--- config.mk ---
export PLATFORM = sky130hd
export DESIGN_NAME = uart_tx_arbiter
export DESIGN_NICKNAME = d
export VERILOG_FILES = /design/src/rtl/uart_pkg.sv /design/src/rtl/uart_rr_arbiter.sv /design/src/rtl/uart_tx_arbiter.sv
export SDC_FILE = /design/constraint.sdc
export NUM_CORES = 1
export LEC_CHECK = 0
export BUFFER_PORTS_ARGS = -buffer_cell sky130_fd_sc_hd__buf_2
export CORE_MARGIN = 5
export CORE_UTILIZATION = 35
export DETAILED_ROUTE_END_ITERATION = 6
export GPL_TIMING_DRIVEN = 1
export MAX_ROUTING_LAYER = met4
export PLACE_DENSITY = 0.7
export SKIP_LAST_GASP = 1
export SYNTH_ARGS = -nofsm -noshare
export SYNTH_HDL_FRONTEND = slang
export SYNTH_SLANG_ARGS = --single-unit
--- constraint.sdc ---
create_clock -name clk -period 5.2 [get_ports clk]
set_input_delay 0.26 -clock clk [delete_from_list [all_inputs] [get_ports clk]]
set_output_delay 0.26 -clock clk [all_outputs]
set_load 0.01 [all_outputs]
--- src/rtl/uart_pkg.sv ---
// Shared UART definitions: transmit-arbiter state encoding and the default byte width.
package uart_pkg;

    localparam int UART_DATA_WIDTH = 8;

    typedef enum logic [1:0] {
        IDLE   = 2'd0,
        LAUNCH = 2'd1,
        BUSY   = 2'd2
    } tx_arb_state_t;

endpackage

--- src/rtl/uart_rr_arbiter.sv ---
// Combinational circular-priority pick: first set req_valid bit at or above rr_ptr, wrapping.
module uart_rr_arbiter #(
    parameter int NUM_REQ  = 4,
    parameter int ID_WIDTH = $clog2(NUM_REQ)
) (
    input  logic [NUM_REQ-1:0]  req_valid,
    input  logic [ID_WIDTH-1:0] rr_ptr,
    output logic [NUM_REQ-1:0]  grant,
    output logic [ID_WIDTH-1:0] grant_idx,
    output logic                any_valid
);

    always_comb begin
        int                  pos;
        logic [ID_WIDTH-1:0] idx;
        grant     = '0;
        grant_idx = '0;
        any_valid = 1'b0;
        pos       = 0;
        idx       = '0;
        for (int i = 0; i < NUM_REQ; i++) begin
            pos = int'(rr_ptr) + i;
            if (pos >= NUM_REQ) begin
                pos = pos - NUM_REQ;
            end
            idx = ID_WIDTH'(pos);
            if (!any_valid && req_valid[idx]) begin
                any_valid  = 1'b1;
                grant[idx] = 1'b1;
                grant_idx  = idx;
            end
        end
    end

endmodule

--- src/rtl/uart_tx_arbiter.sv ---
// Round-robin scheduler sharing one uart_tx between NUM_REQ byte producers.
// Optional launch watchdog and sticky timeout_err enabled by UART_TX_ARB_TIMEOUT_EN.
module uart_tx_arbiter
    import uart_pkg::*;
#(
    parameter int DATA_WIDTH     = UART_DATA_WIDTH,
    parameter int NUM_REQ        = 4,
    parameter int ID_WIDTH       = $clog2(NUM_REQ),
    parameter int LAUNCH_TIMEOUT = 64
) (
    input  logic                          clk,
    input  logic                          reset,
    input  logic [NUM_REQ-1:0]            req_valid,
    input  logic [NUM_REQ*DATA_WIDTH-1:0] req_data,
    output logic [NUM_REQ-1:0]            req_ready,
    output logic                          tx_valid,
    output logic [DATA_WIDTH-1:0]         tx_data,
    input  logic                          tx_busy,
    output logic [ID_WIDTH-1:0]           grant_id,
    output logic                          active,
`ifdef UART_TX_ARB_TIMEOUT_EN
    output logic                          timeout_err,
`endif
    output tx_arb_state_t                 state_dbg
);

    // Handshake: a requester holds req_valid and its byte until it sees its
    // req_ready bit pulse for one cycle; the byte is captured on that same edge.
    localparam logic [1:0] ST_IDLE   = 2'd0;
    localparam logic [1:0] ST_LAUNCH = 2'd1;
    localparam logic [1:0] ST_BUSY   = 2'd2;

    logic [1:0]            state;
    logic [ID_WIDTH-1:0]   rr_ptr;
    logic [NUM_REQ-1:0]    pick_onehot;
    logic [ID_WIDTH-1:0]   pick_idx;
    logic                  any_valid;
    logic [ID_WIDTH-1:0]   next_ptr;
    logic [DATA_WIDTH-1:0] pick_data;
    logic                  grant_now;

    uart_rr_arbiter #(
        .NUM_REQ  (NUM_REQ),
        .ID_WIDTH (ID_WIDTH)
    ) u_rr (
        .req_valid (req_valid),
        .rr_ptr    (rr_ptr),
        .grant     (pick_onehot),
        .grant_idx (pick_idx),
        .any_valid (any_valid)
    );

    always_comb begin
        pick_data = '0;
        for (int i = 0; i < NUM_REQ; i++) begin
            if (pick_onehot[i]) begin
                pick_data = req_data[i*DATA_WIDTH +: DATA_WIDTH];
            end
        end
    end

    assign grant_now = (state == ST_IDLE) && !tx_busy && any_valid;
    assign next_ptr  = (int'(pick_idx) == NUM_REQ - 1) ? '0 : pick_idx + ID_WIDTH'(1);
    assign state_dbg = tx_arb_state_t'(state);

`ifdef UART_TX_ARB_TIMEOUT_EN
    localparam int TMO_W = $clog2(LAUNCH_TIMEOUT + 1);
    logic [TMO_W-1:0] launch_cnt;
`endif

    always_ff @(posedge clk) begin
        if (reset) begin
            state     <= ST_IDLE;
            rr_ptr    <= '0;
            req_ready <= '0;
            tx_valid  <= 1'b0;
            tx_data   <= '0;
            grant_id  <= '0;
            active    <= 1'b0;
`ifdef UART_TX_ARB_TIMEOUT_EN
            launch_cnt  <= '0;
            timeout_err <= 1'b0;
`endif
        end else begin
            req_ready <= '0;
            case (state)
                ST_IDLE: begin
                    if (grant_now) begin
                        req_ready <= pick_onehot;
                        tx_data   <= pick_data;
                        grant_id  <= pick_idx;
                        rr_ptr    <= next_ptr;
                        tx_valid  <= 1'b1;
                        active    <= 1'b1;
                        state     <= ST_LAUNCH;
`ifdef UART_TX_ARB_TIMEOUT_EN
                        launch_cnt <= '0;
`endif
                    end
                end
                ST_LAUNCH: begin
                    if (tx_busy) begin
                        tx_valid <= 1'b0;
                        state    <= ST_BUSY;
                    end
`ifdef UART_TX_ARB_TIMEOUT_EN
                    // Transmitter never acknowledged: abandon the byte and flag it.
                    else if (launch_cnt == TMO_W'(LAUNCH_TIMEOUT - 1)) begin
                        tx_valid    <= 1'b0;
                        active      <= 1'b0;
                        timeout_err <= 1'b1;
                        state       <= ST_IDLE;
                    end else begin
                        launch_cnt <= launch_cnt + TMO_W'(1);
                    end
`endif
                end
                ST_BUSY: begin
                    if (!tx_busy) begin
                        active <= 1'b0;
                        state  <= ST_IDLE;
                    end
                end
                default: begin
                    state <= ST_IDLE;
                end
            endcase
        end
    end

endmodule

==> impl_metrics.toml, run 1 <==
[status]
status = "complete, no violations"

[global_route]
grt_pass1_vias = 1641
overflow = 0
grt_usage_pct = 14.9
antenna_found_initial = 0
grt_pass1_wl_um = 7580
grt_max_degree = 26

[clocking]
cts_tree = "built"
clock_sinks = 20
clk_path_buf_depth = 2
cts_resized = 0
cts_setup_buffers = 0
clk_pin_slew_ns = 0.08
cts_hold_buffers = 0
htreeDepth = 1
worstSkewPairLatency_ns = 0.25
cts_buffers = 3
ctsRootBufferMaster = "clkbuf_8"

[worst_hold_path]
hold_depth = 2
holdCritPathClass = "input port to flip-flop"
hp-start = "tx_busy"
hold_path_end = "state_dbg[0]"

[synthesis]
syn_inst = 214
avgSynthCellArea_um2 = 7.81
synth-adder-area-share_pct = 5.24
ys_seq_area_share_pct = 24.0
ys_types = 48
synth.area.top_cells = "dfxtp_1 (24%), a21oi_1 (7.5%), nor2_1 (6.5%), ha_1 (5.2%), nand2_1 (4.9%)"
netlist_area_um2 = 1670
yosysWarnings = 0
yosys.area_share.simple_pct = 21.7
yosys_register_bits = 20
synth_top_family_by_area = "compound AO/OA/AOI/OAI gates"
synth_ff_type = "dfxtp_1"
synth_edf_count = 0
synthMuxAreaShare_pct = 7.63
synth-compound-area-share_pct = 30.6
synth_top_area_share_pct = 24.0
syn_nets = 260
synth_area_leader_cell = "dfxtp_1"
synth_xor_area_share_pct = 1.57
postSynth.asyncResetShare_pct = 0

[finish]
synthToLayoutAreaGrowth_pct = 16.9
nFillCells = 481
multiInputGateArea_um2 = 1120
register_area_um2 = 400
nNetsFinal = 305
antennaDiodeCount = 0
fin_util_pct = 41.7
drive_above_1_share_pct = 24.8

[pwr]
p_leak_nw = 0.827
irDropWorstVdd_v = 0.000115
power_density_nw_per_um2 = 383

[worst_setup_path]
cp_cell_sequence = "inv_1 -> ha_1 -> or3b_1 -> a2111o_1 -> a31o_1 -> o211a_1 -> o31ai_1 -> a211oi_1"
crit_path_start_kind = "flip-flop"
reg2reg_depth = 8
critPathSlowestCell = "dfxtp_1"
critical-path-max-stage-delay_ns = 0.66
crit_path_end_kind = "flip-flop"
cp_num_buf_inv = 1
reg2reg_slack_ns = 1.86
crit_fanout = 15
arrival_ns = 3.47
critical-path-top-delay-family = "compound AO/OA/AOI/OAI gates"
critPathKind = "flip-flop to flip-flop"
critPathRequiredTime_ns = 5.33
r2r_end = "tx_data[0]"

[die]
die_w_um = 79.1
io-pin-count = 57
die_area_um2 = 6260
core_um2 = 4690
rows = 25
die_h_um = 79.1
initial_core_util_pct = 35.6

[timing]
fin_crit_ns = 3.34
setup_viol = 0
tns_ns = 0
finalHoldViolations = 0
rsz0062_at_grt = "no"
worst_pin_slew_ns = 0.802
skew_ns = 0.00192
drv_slew = 0
timing.fmax_ghz = 0.299
max-slew-margin-rel_pct = 46.4
period_share_pct = 64.2

[routing]
drt_iter0_markers = 143
final_antenna_net_count = 0
drt-total-wl_um = 4640
drt-wirelength-per-cell_um = 14.9
num_vias = 1775
vias_per_cell = 5.69
drcViolationCount = 0
dr.pass1.iters = 4

[placed_design]
gp_congestion = 0.868
hpwl_um = 3440
io_buffers = 56

[job]
max_cap_viol_count = 0
## worst max-delay path by stage
stage / startpoint / endpoint / slack, ns / cells after the start
5_1_grt: flip-flop / tx_data[2] / 1.57 / 8
6_report: flip-flop / tx_data[0] / 1.86 / 8
3_3_place_gp: flip-flop / tx_data[6] / 1.98 / 8
3_5_place_dp: flip-flop / tx_data[0] / 1.91 / 8
2_1_floorplan: flip-flop / tx_data[0] / 2.33 / 12
4_1_cts: flip-flop / tx_data[0] / 1.89 / 8
## metrics by stage
stage / hold WS, ns / total power [W] / cell area (um^2) / setup WS, ns / std cells
after floorplan: 0.339 / 0.000525 / 1670 / 2.33 / 214
after global placement: 0.449 / 0.000589 / 1880 / 1.98 / 308
after detailed placement: 0.461 / 0.000595 / 1880 / 1.91 / 308
after CTS: 0.235 / 0.000748 / 1950 / 1.89 / 312
after global routing: 0.268 / 0.000812 / 1950 / 1.57 / 312
final: 0.248 / 0.000748 / 1950 / 1.86 / 312
## layout by cell type (no fill, tap or decap), types with 2 or more instances in the layout
cell type | synthesis | routed
a211oi_1 | 10 | 10
a21oi_1 | 25 | 25
a221o_1 | 2 | 2
a221oi_1 | 9 | 9
and2_1 | 2 | 2
buf_2 | 2 | 56
clkbuf_8 | 1 | 3
dfxtp_1 | 20 | 20
ha_1 | 7 | 7
inv_1 | 5 | 5
mux2i_1 | 6 | 6
mux4_2 | 2 | 2
nand2_1 | 22 | 22
nand2b_1 | 3 | 3
nand3_1 | 9 | 9
nor2_1 | 29 | 29
nor2b_1 | 2 | 2
nor3_1 | 3 | 3
o21ai_0 | 5 | 5
o21ai_1 | 3 | 3
o31ai_1 | 8 | 8
or3_1 | 2 | 2
xnor2_1 | 2 | 2
## synthesized netlist by cell type, drive strengths merged (2+ instances only)
library cell / number
or3: 2
and2: 2
nand2b: 3
nand3: 9
nand2: 22
mux4: 2
nor2b: 2
buf: 12
a221oi: 10
ha: 7
mux2: 2
a211oi: 10
dfxtp: 20
nor2: 29
a221o: 2
xnor2: 2
inv: 5
a21oi: 25
mux2i: 6
clkbuf: 4
o31ai: 8
nor3: 3
o21ai: 8
## sequential cells by signal (all words and copies together), names as in the netlist, named ones only
register	flops
tx_data	8
req_ready	4
grant_id	2
state_dbg	2
active	1
rr_ptr	1
tx_valid	1
## area by class of cell
type / count / area share [%]
flip-flops and latches: 20 / 20.5
well taps: 54 / 3.46
inverters: 5 / 0.960
clock inverters: 1 / 1.54
repair buffers: 56 / 14.3
clock buffers: 3 / 2.11
multi-input cells: 173 / 57.1
## metal layers
| layer | global-route usage [%] | wire (um) | part of all wire, % |
|---|---|---|---|
| met4 | 3.61 | 38 | 0.82 |
| met1 | 19.8 | 2070 | 45 |
| met2 | 24.3 | 2250 | 48 |
| met5 | - | 0 | 0 |
| met3 | 1.47 | 286 | 6.2 |
## report_power, final
| part | switching (W) | total (W) | internal [W] |
|---|---|---|---|
| clock network | 0.0000503 | 0.000153 | 0.000103 |
| registers | 0.0000347 | 0.000214 | 0.000179 |
| logic | 0.000225 | 0.000381 | 0.000156 |
| total | 0.000310 | 0.000748 | 0.000438 |
## cell families after synthesis
logic type	after synthesis
AO/OA/AOI/OAI	74
AND/OR/NAND/NOR	79
XOR/XNOR	3
adder cells (fa/ha/maj)	7
buffers and inverters	21
multiplexers	10
flip-flops	20
Note: power is estimated with default switching activity, not from simulation.
==> run 2, diff against run 1 <==
--- a/config.mk
+++ b/config.mk
@@ -5,6 +5,7 @@
 export SDC_FILE = /design/constraint.sdc
 export NUM_CORES = 1
 export LEC_CHECK = 0
+export ABC_AREA = 1
 export BUFFER_PORTS_ARGS = -buffer_cell sky130_fd_sc_hd__buf_2
 export CORE_MARGIN = 5
 export CORE_UTILIZATION = 35
==> constraint.sdc (replaced) <==
create_clock -name clk -period 3.1 [get_ports clk]
set_input_delay 0.155 -clock clk [delete_from_list [all_inputs] [get_ports clk]]
set_output_delay 0.155 -clock clk [all_outputs]
set_load 0.01 [all_outputs]
==> run 2 against run 1 <==
Cell count up 10%. Worst hold slack worse by 0.065 ns. Critical path type unchanged. Worst setup slack worse by 1.3 ns. First-iteration DRC count down 44%. Largest power group unchanged. Clock power up 30%. Sequential cell count unchanged.
==> impl_metrics.toml, run 2 <==
[die]
rows = 24
die_w_um = 78.3
initial_core_util_pct = 36.7
core_um2 = 4440
die_h_um = 78.3
die_area_um2 = 6130
io-pin-count = 57

[pwr]
irDropWorstVdd_v = 0.000374
power_density_nw_per_um2 = 1080
p_leak_nw = 1.08

[worst_setup_path]
crit_path_end_kind = "flip-flop"
cp_cell_sequence = "inv_8 -> ha_1 -> inv_1 -> nand3_1 -> nand2_1 -> nor2_4 -> a21oi_2 -> nand3_2 -> inv_2 -> nand2_1 -> nand2_1 -> nand2_1 -> nand2_1 -> a21oi_2"
crit_path_start_kind = "flip-flop"
critical-path-top-delay-family = "simple AND/OR/NAND/NOR gates"
critPathSlowestCell = "dfxtp_1"
critPathRequiredTime_ns = 3.24
reg2reg_slack_ns = 0.55
crit_fanout = 12
cp_num_buf_inv = 3
critPathKind = "flip-flop to flip-flop"
crit_top_cell = "nand2_1"
arrival_ns = 2.69
critical-path-max-stage-delay_ns = 0.66

[routing]
drt_iter0_markers = 80
drt-total-wl_um = 4080
dr.pass1.iters = 4
drt-wirelength-per-cell_um = 11.9
drcViolationCount = 0
final_antenna_net_count = 0
vias_per_cell = 4.76
num_vias = 1636

[finish]
reg.largest.list = "tx_data: 8 flops, req_ready: 4 flops"
drive_above_1_share_pct = 33.2
largest_register_ffs = 8
design_area_um2 = 1960
nNetsFinal = 339
antennaDiodeCount = 0
synthToLayoutAreaGrowth_pct = 20.1
largest-register = "tx_data"
layout_common_cells = "nand2_1 (85), buf_2 (56), inv_1 (30), a21oi_1 (29), dfxtp_1 (20)"
final_common_cell = "nand2_1"

[synthesis]
postSynth.asyncResetShare_pct = 0
avgSynthCellArea_um2 = 6.83
netlist_area_um2 = 1630
synth_ff_type = "dfxtp_1"
syn_inst = 239
synth_edf_count = 0
synth.area.top_cells = "dfxtp_1 (25%), nand2_1 (20%), a21oi_1 (8.9%), inv_1 (6.9%), a21oi_2 (5.4%)"
synth_top_area_share_pct = 24.5
yosysMostFrequentCell = "nand2_1"
yosysWarnings = 0
synth_common_cells = "nand2_1 (85), inv_1 (30), a21oi_1 (29), dfxtp_1 (20), a21oi_2 (10)"
syn_nets = 285
ys_types = 32
synth_area_leader_cell = "dfxtp_1"
yosys_register_bits = 20
ys_seq_area_share_pct = 24.5

[clocking]
cts_tree = "built"
cts_hold_buffers = 0
clock_sinks = 20
clk_path_buf_depth = 2
clk_pin_slew_ns = 0.08
cts_setup_buffers = 0
htreeDepth = 1
worstSkewPairLatency_ns = 0.26
cts_resized = 0
ctsRootBufferMaster = "clkbuf_8"
cts_buffers = 3

[global_route]
grt_usage_pct = 13.7
overflow = 0
grt_max_degree = 28
grt_pass1_vias = 1544
antenna_found_initial = 0
grt_pass1_wl_um = 6890

[placed_design]
gp_congestion = 0.848
placed_area_um2 = 1900
hpwl_um = 3230
io_buffers = 56
pre_cts_slack_ns = 0.580

[timing]
rsz0062_at_grt = "no"
drv_slew = 0
setup_viol = 0
timing.fmax_ghz = 0.393
tns_ns = 0
finalHoldViolations = 0
skew_ns = 0.00276
worst_pin_slew_ns = 0.533
fin_crit_ns = 2.55
fin_ws_ns = 0.552
period_share_pct = 82.2
max-slew-margin-rel_pct = 64.4

[job]
max_cap_viol_count = 0

[worst_hold_path]
holdCritPathClass = "input port to flip-flop"

[status]
status = "complete, no violations"
==> run 2: cell count changes in the layout (fill, tap and decap cells not counted), sizes merged, moves of 6 or more <==
| cell | previous run | this run |
|---|---|---|
| nor2 | 29 | 7 |
| o31ai | 8 | 0 |
| a21oi | 25 | 39 |
| inv | 5 | 34 |
| a221oi | 10 | 0 |
| nand2 | 22 | 96 |
| a211oi | 10 | 1 |
| mux2i | 6 | 0 |
==> run 2: per-stage QoR <==
| step | utilization [%] | total power [W] | cells | hold WS, ns |
|---|---|---|---|---|
| finish | 44.1 | 0.00211 | 344 | 0.183 |
| global route | 44.1 | 0.00233 | 344 | 0.205 |
| CTS | 44.1 | 0.00210 | 344 | 0.182 |
| global placement | 42.8 | 0.00189 | 340 | 0.448 |
| floorplan | - | 0.00166 | 239 | 0.319 |
| detailed placement | 42.8 | 0.00189 | 340 | 0.452 |
==> run 2: logic make-up (layout without fill, tap and decap cells) <==
family,after synthesis,after routing,share of synthesized area (%)
AOI/OAI and AO/OA,50,50,19.9
xor gates and xnor gates,1,1,0.537
adders and majority gates,7,7,5.37
buffers and inverters,41,94,12.7
DFF,20,20,24.5
and+or+nand+nor,120,120,36.9
==> run 2: path summary, 6_finish.rpt <==
kind | endpoint | cells after the start | start
worst min-delay path | state_dbg[1] | 3 | tx_busy
worst min register to register | tx_valid | 2 | tx_valid
worst max register to register | tx_data[3] | 14 | flip-flop
worst max-delay path | tx_data[3] | 14 | flip-flop
==> run 2: routing by layer <==
metal | vias to the layer above | global-route usage, % | part of all wire [%]
li1 | 866 | - | -
met2 | 41 | 21.3 | 45
met4 | 0 | 4.20 | 1.2
met1 | 725 | 18.8 | 49
met5 | - | - | 0
met3 | 4 | 1.26 | 4.8
==> run 2: layout make-up <==
class | instances | area (um^2)
multi-input combinational | 178 | 1020
timing repair buffer | 56 | 280
sequential | 20 | 400
inverter | 34 | 135
clock buffer | 4 | 55.1
tap | 52 | 65.1
fill | 477 | 2480
==> run 2: where the power goes <==
group / leakage [nW] / internal (W) / switching, W / total, W
clock network: 0.0288 / 0.000113 / 0.0000863 / 0.000199
registers: 0.164 / 0.000342 / 0.0000698 / 0.000411
logic: 0.884 / 0.000523 / 0.000973 / 0.00150
==> run 2: worst reg2reg max path: stages, from the launching register on <==
cell	delay [ns]
dfxtp_1	0.66
inv_8	0.09
ha_1	0.38
inv_1	0.13
nand3_1	0.09
nand2_1	0.14
nor2_4	0.09
a21oi_2	0.14
nand3_2	0.21
inv_2	0.18
nand2_1	0.07
nand2_1	0.08
nand2_1	0.07
nand2_1	0.08
a21oi_2	0.05
==> run 3, diff against run 2 <==
==> constraint.sdc (replaced) <==
create_clock -name clk -period 2.55 [get_ports clk]
set_input_delay 0.1275 -clock clk [delete_from_list [all_inputs] [get_ports clk]]
set_output_delay 0.1275 -clock clk [all_outputs]
set_load 0.01 [all_outputs]
==> run 3 against run 2 <==
Clock-buffer cell count is 1 lower. Combinational power grew 22%. Worst setup slack worse by 0.31 ns. Worst hold slack worse by 0.020 ns. Clock power is essentially flat. Sequential cell count is the same. First-iteration DRC count up 30%. Wire length is 2.3% lower.
==> impl_metrics.toml, run 3 (synthesis gave the netlist of run 2 again) <==
[die]
io-pin-count = 57
die_h_um = 78.3
core_um2 = 4440
die_area_um2 = 6130
die_w_um = 78.3
rows = 24
initial_core_util_pct = 36.7

[routing]
drt-total-wl_um = 3990
drt-wirelength-per-cell_um = 11.6
final_antenna_net_count = 0
dr.pass1.iters = 4
drt_iter0_markers = 104
drcViolationCount = 0
vias_per_cell = 4.65
num_vias = 1598

[finish]
antennaDiodeCount = 0
layout_common_cells = "nand2_1 (85), buf_2 (56), inv_1 (30), a21oi_1 (29), dfxtp_1 (19)"
drive_above_1_share_pct = 33.6
largest_register_ffs = 8
fin_util_pct = 44.0
largest-register = "tx_data"
final_common_cell = "nand2_1"
reg.largest.list = "tx_data: 8 flops, req_ready: 4 flops"
synthToLayoutAreaGrowth_pct = 19.9
nNetsFinal = 340
design_area_um2 = 1960

[timing]
fin_ws_ns = 0.246
rsz0062_at_grt = "no"
tns_ns = 0
timing.fmax_ghz = 0.434
period_share_pct = 90.3
max-slew-margin-rel_pct = 72.7
finalHoldViolations = 0
drv_slew = 0
hold-worst-slack_ns = 0.164
setup_viol = 0
skew_ns = 0.00122
worst_pin_slew_ns = 0.409
fin_crit_ns = 2.30

[worst_setup_path]
critPathRequiredTime_ns = 2.68
endpoint = "tx_data[3]"
r2r_end = "tx_data[3]"
reg2reg_slack_ns = 0.25
r2r-start = "rr_ptr[1]"
crit_path_end_kind = "flip-flop"
cp-startpoint = "rr_ptr[1]"
arrival_ns = 2.43
reg2reg_depth = 14
crit_fanout = 10
crit_path_start_kind = "flip-flop"
critPathKind = "flip-flop to flip-flop"

[placed_design]
hpwl_um = 3230
placed_area_um2 = 1910
io_buffers = 56
pre_cts_slack_ns = 0.125
gp_congestion = 0.863

[pwr]
power_frac_clock_pct = 7.9
seqPwrFrac_pct = 19.3
p_sw_w = 0.00134
p_sw_share_pct = 53.5
power_density_nw_per_um2 = 1280
p_leak_nw = 1.08
irDropWorstVdd_v = 0.000379
internal_power_w = 0.00117
combPwrFrac_pct = 72.8

[clocking]
ctsRootBufferMaster = "clkbuf_8"
clk_path_buf_depth = 2
clock_sinks = 20
cts_buffers = 3
cts_setup_buffers = 0
worstSkewPairLatency_ns = 0.25
clk_pin_slew_ns = 0.07
htreeDepth = 1
cts_tree = "built"
cts_hold_buffers = 0

[worst_hold_path]
holdCritPathClass = "input port to flip-flop"

[global_route]
antenna_found_initial = 0
overflow = 0
grt_pass1_wl_um = 6570
grt_usage_pct = 13.1
grt_pass1_vias = 1503
grt_max_degree = 28

[job]
max_cap_viol_count = 0

[status]
status = "complete, no violations"
==> run 3: changes by cell type in the layout (fill, tap and decap cells not counted) <==
| cell | delta |
|---|---|
| clkbuf_8 | -1 |
| dfxtp_2 | +1 |
| dfxtp_1 | -1 |
| inv_4 | +1 |
| inv_2 | -1 |
| buf_4 | +1 |
==> run 3: routing by layer <==
| metal | vias to the layer above | wire [um] | GRT usage (%) |
|---|---|---|---|
| met5 | - | 0 | - |
| met4 | 0 | 31 | 3.85 |
| met3 | 2 | 157 | 1.14 |
| met2 | 26 | 1830 | 20.1 |
| met1 | 701 | 1970 | 18.4 |
| li1 | 869 | - | - |
==> run 3: worst min path at each step <==
stage,from,to,slack (ns),cells after the start
floorplan,tx_busy,state_dbg[1],0.29,2
global placement,tx_busy,state_dbg[1],0.42,3
detailed placement,tx_busy,state_dbg[1],0.42,3
CTS,tx_busy,state_dbg[1],0.16,3
global route,tx_busy,state_dbg[1],0.20,3
finish,tx_busy,state_dbg[1],0.16,3
==> run 3: cell type report <==
type                            count  area (um^2)
Fill cell                         473         2490
Multi-Input combinational cell    178         1020
Sequential cell                    20          402
Timing Repair Buffer               57          288
Inverter                           34          138
Tap cell                           52         65.1
Clock buffer                        3         41.3
==> run 3: power groups by stage <==
| stage | Sequential [W] | Combinational (W) | Clock [W] |
|---|---|---|---|
| floorplan | 0.000525 | 0.00149 | 0 |
| global placement | 0.000486 | 0.00180 | 0 |
| detailed placement | 0.000489 | 0.00181 | 0 |
| CTS | 0.000484 | 0.00182 | 0.000207 |
| global route | 0.000497 | 0.00210 | 0.000221 |
| finish | 0.000485 | 0.00183 | 0.000198 |
==> run 3: stage by stage <==
| stage | total power [W] | std cells |
|---|---|---|
| final | 0.00251 | 344 |
| after global routing | 0.00282 | 344 |
| after CTS | 0.00251 | 344 |
| after detailed placement | 0.00230 | 341 |
| after global placement | 0.00229 | 341 |
| after floorplan | 0.00201 | 239 |
==> run 3: what timing repair did <==
item                                   CTS  global route
endpoints found under the hold margin    0             0
resized for setup                        0             2
setup endpoints to repair                0            10
==> run 3: critical path, cell delays in order (launching register included) <==
cell and delay, ns:
dfxtp_2 0.41, inv_1 0.15, ha_1 0.36, inv_1 0.12, nand3_1 0.08, nand2_1 0.13
nor2_4 0.09, a21oi_2 0.13, nand3_2 0.23, inv_4 0.16, nand2_1 0.06, nand2_1 0.09
nand2_1 0.06, nand2_1 0.07, a21oi_2 0.05
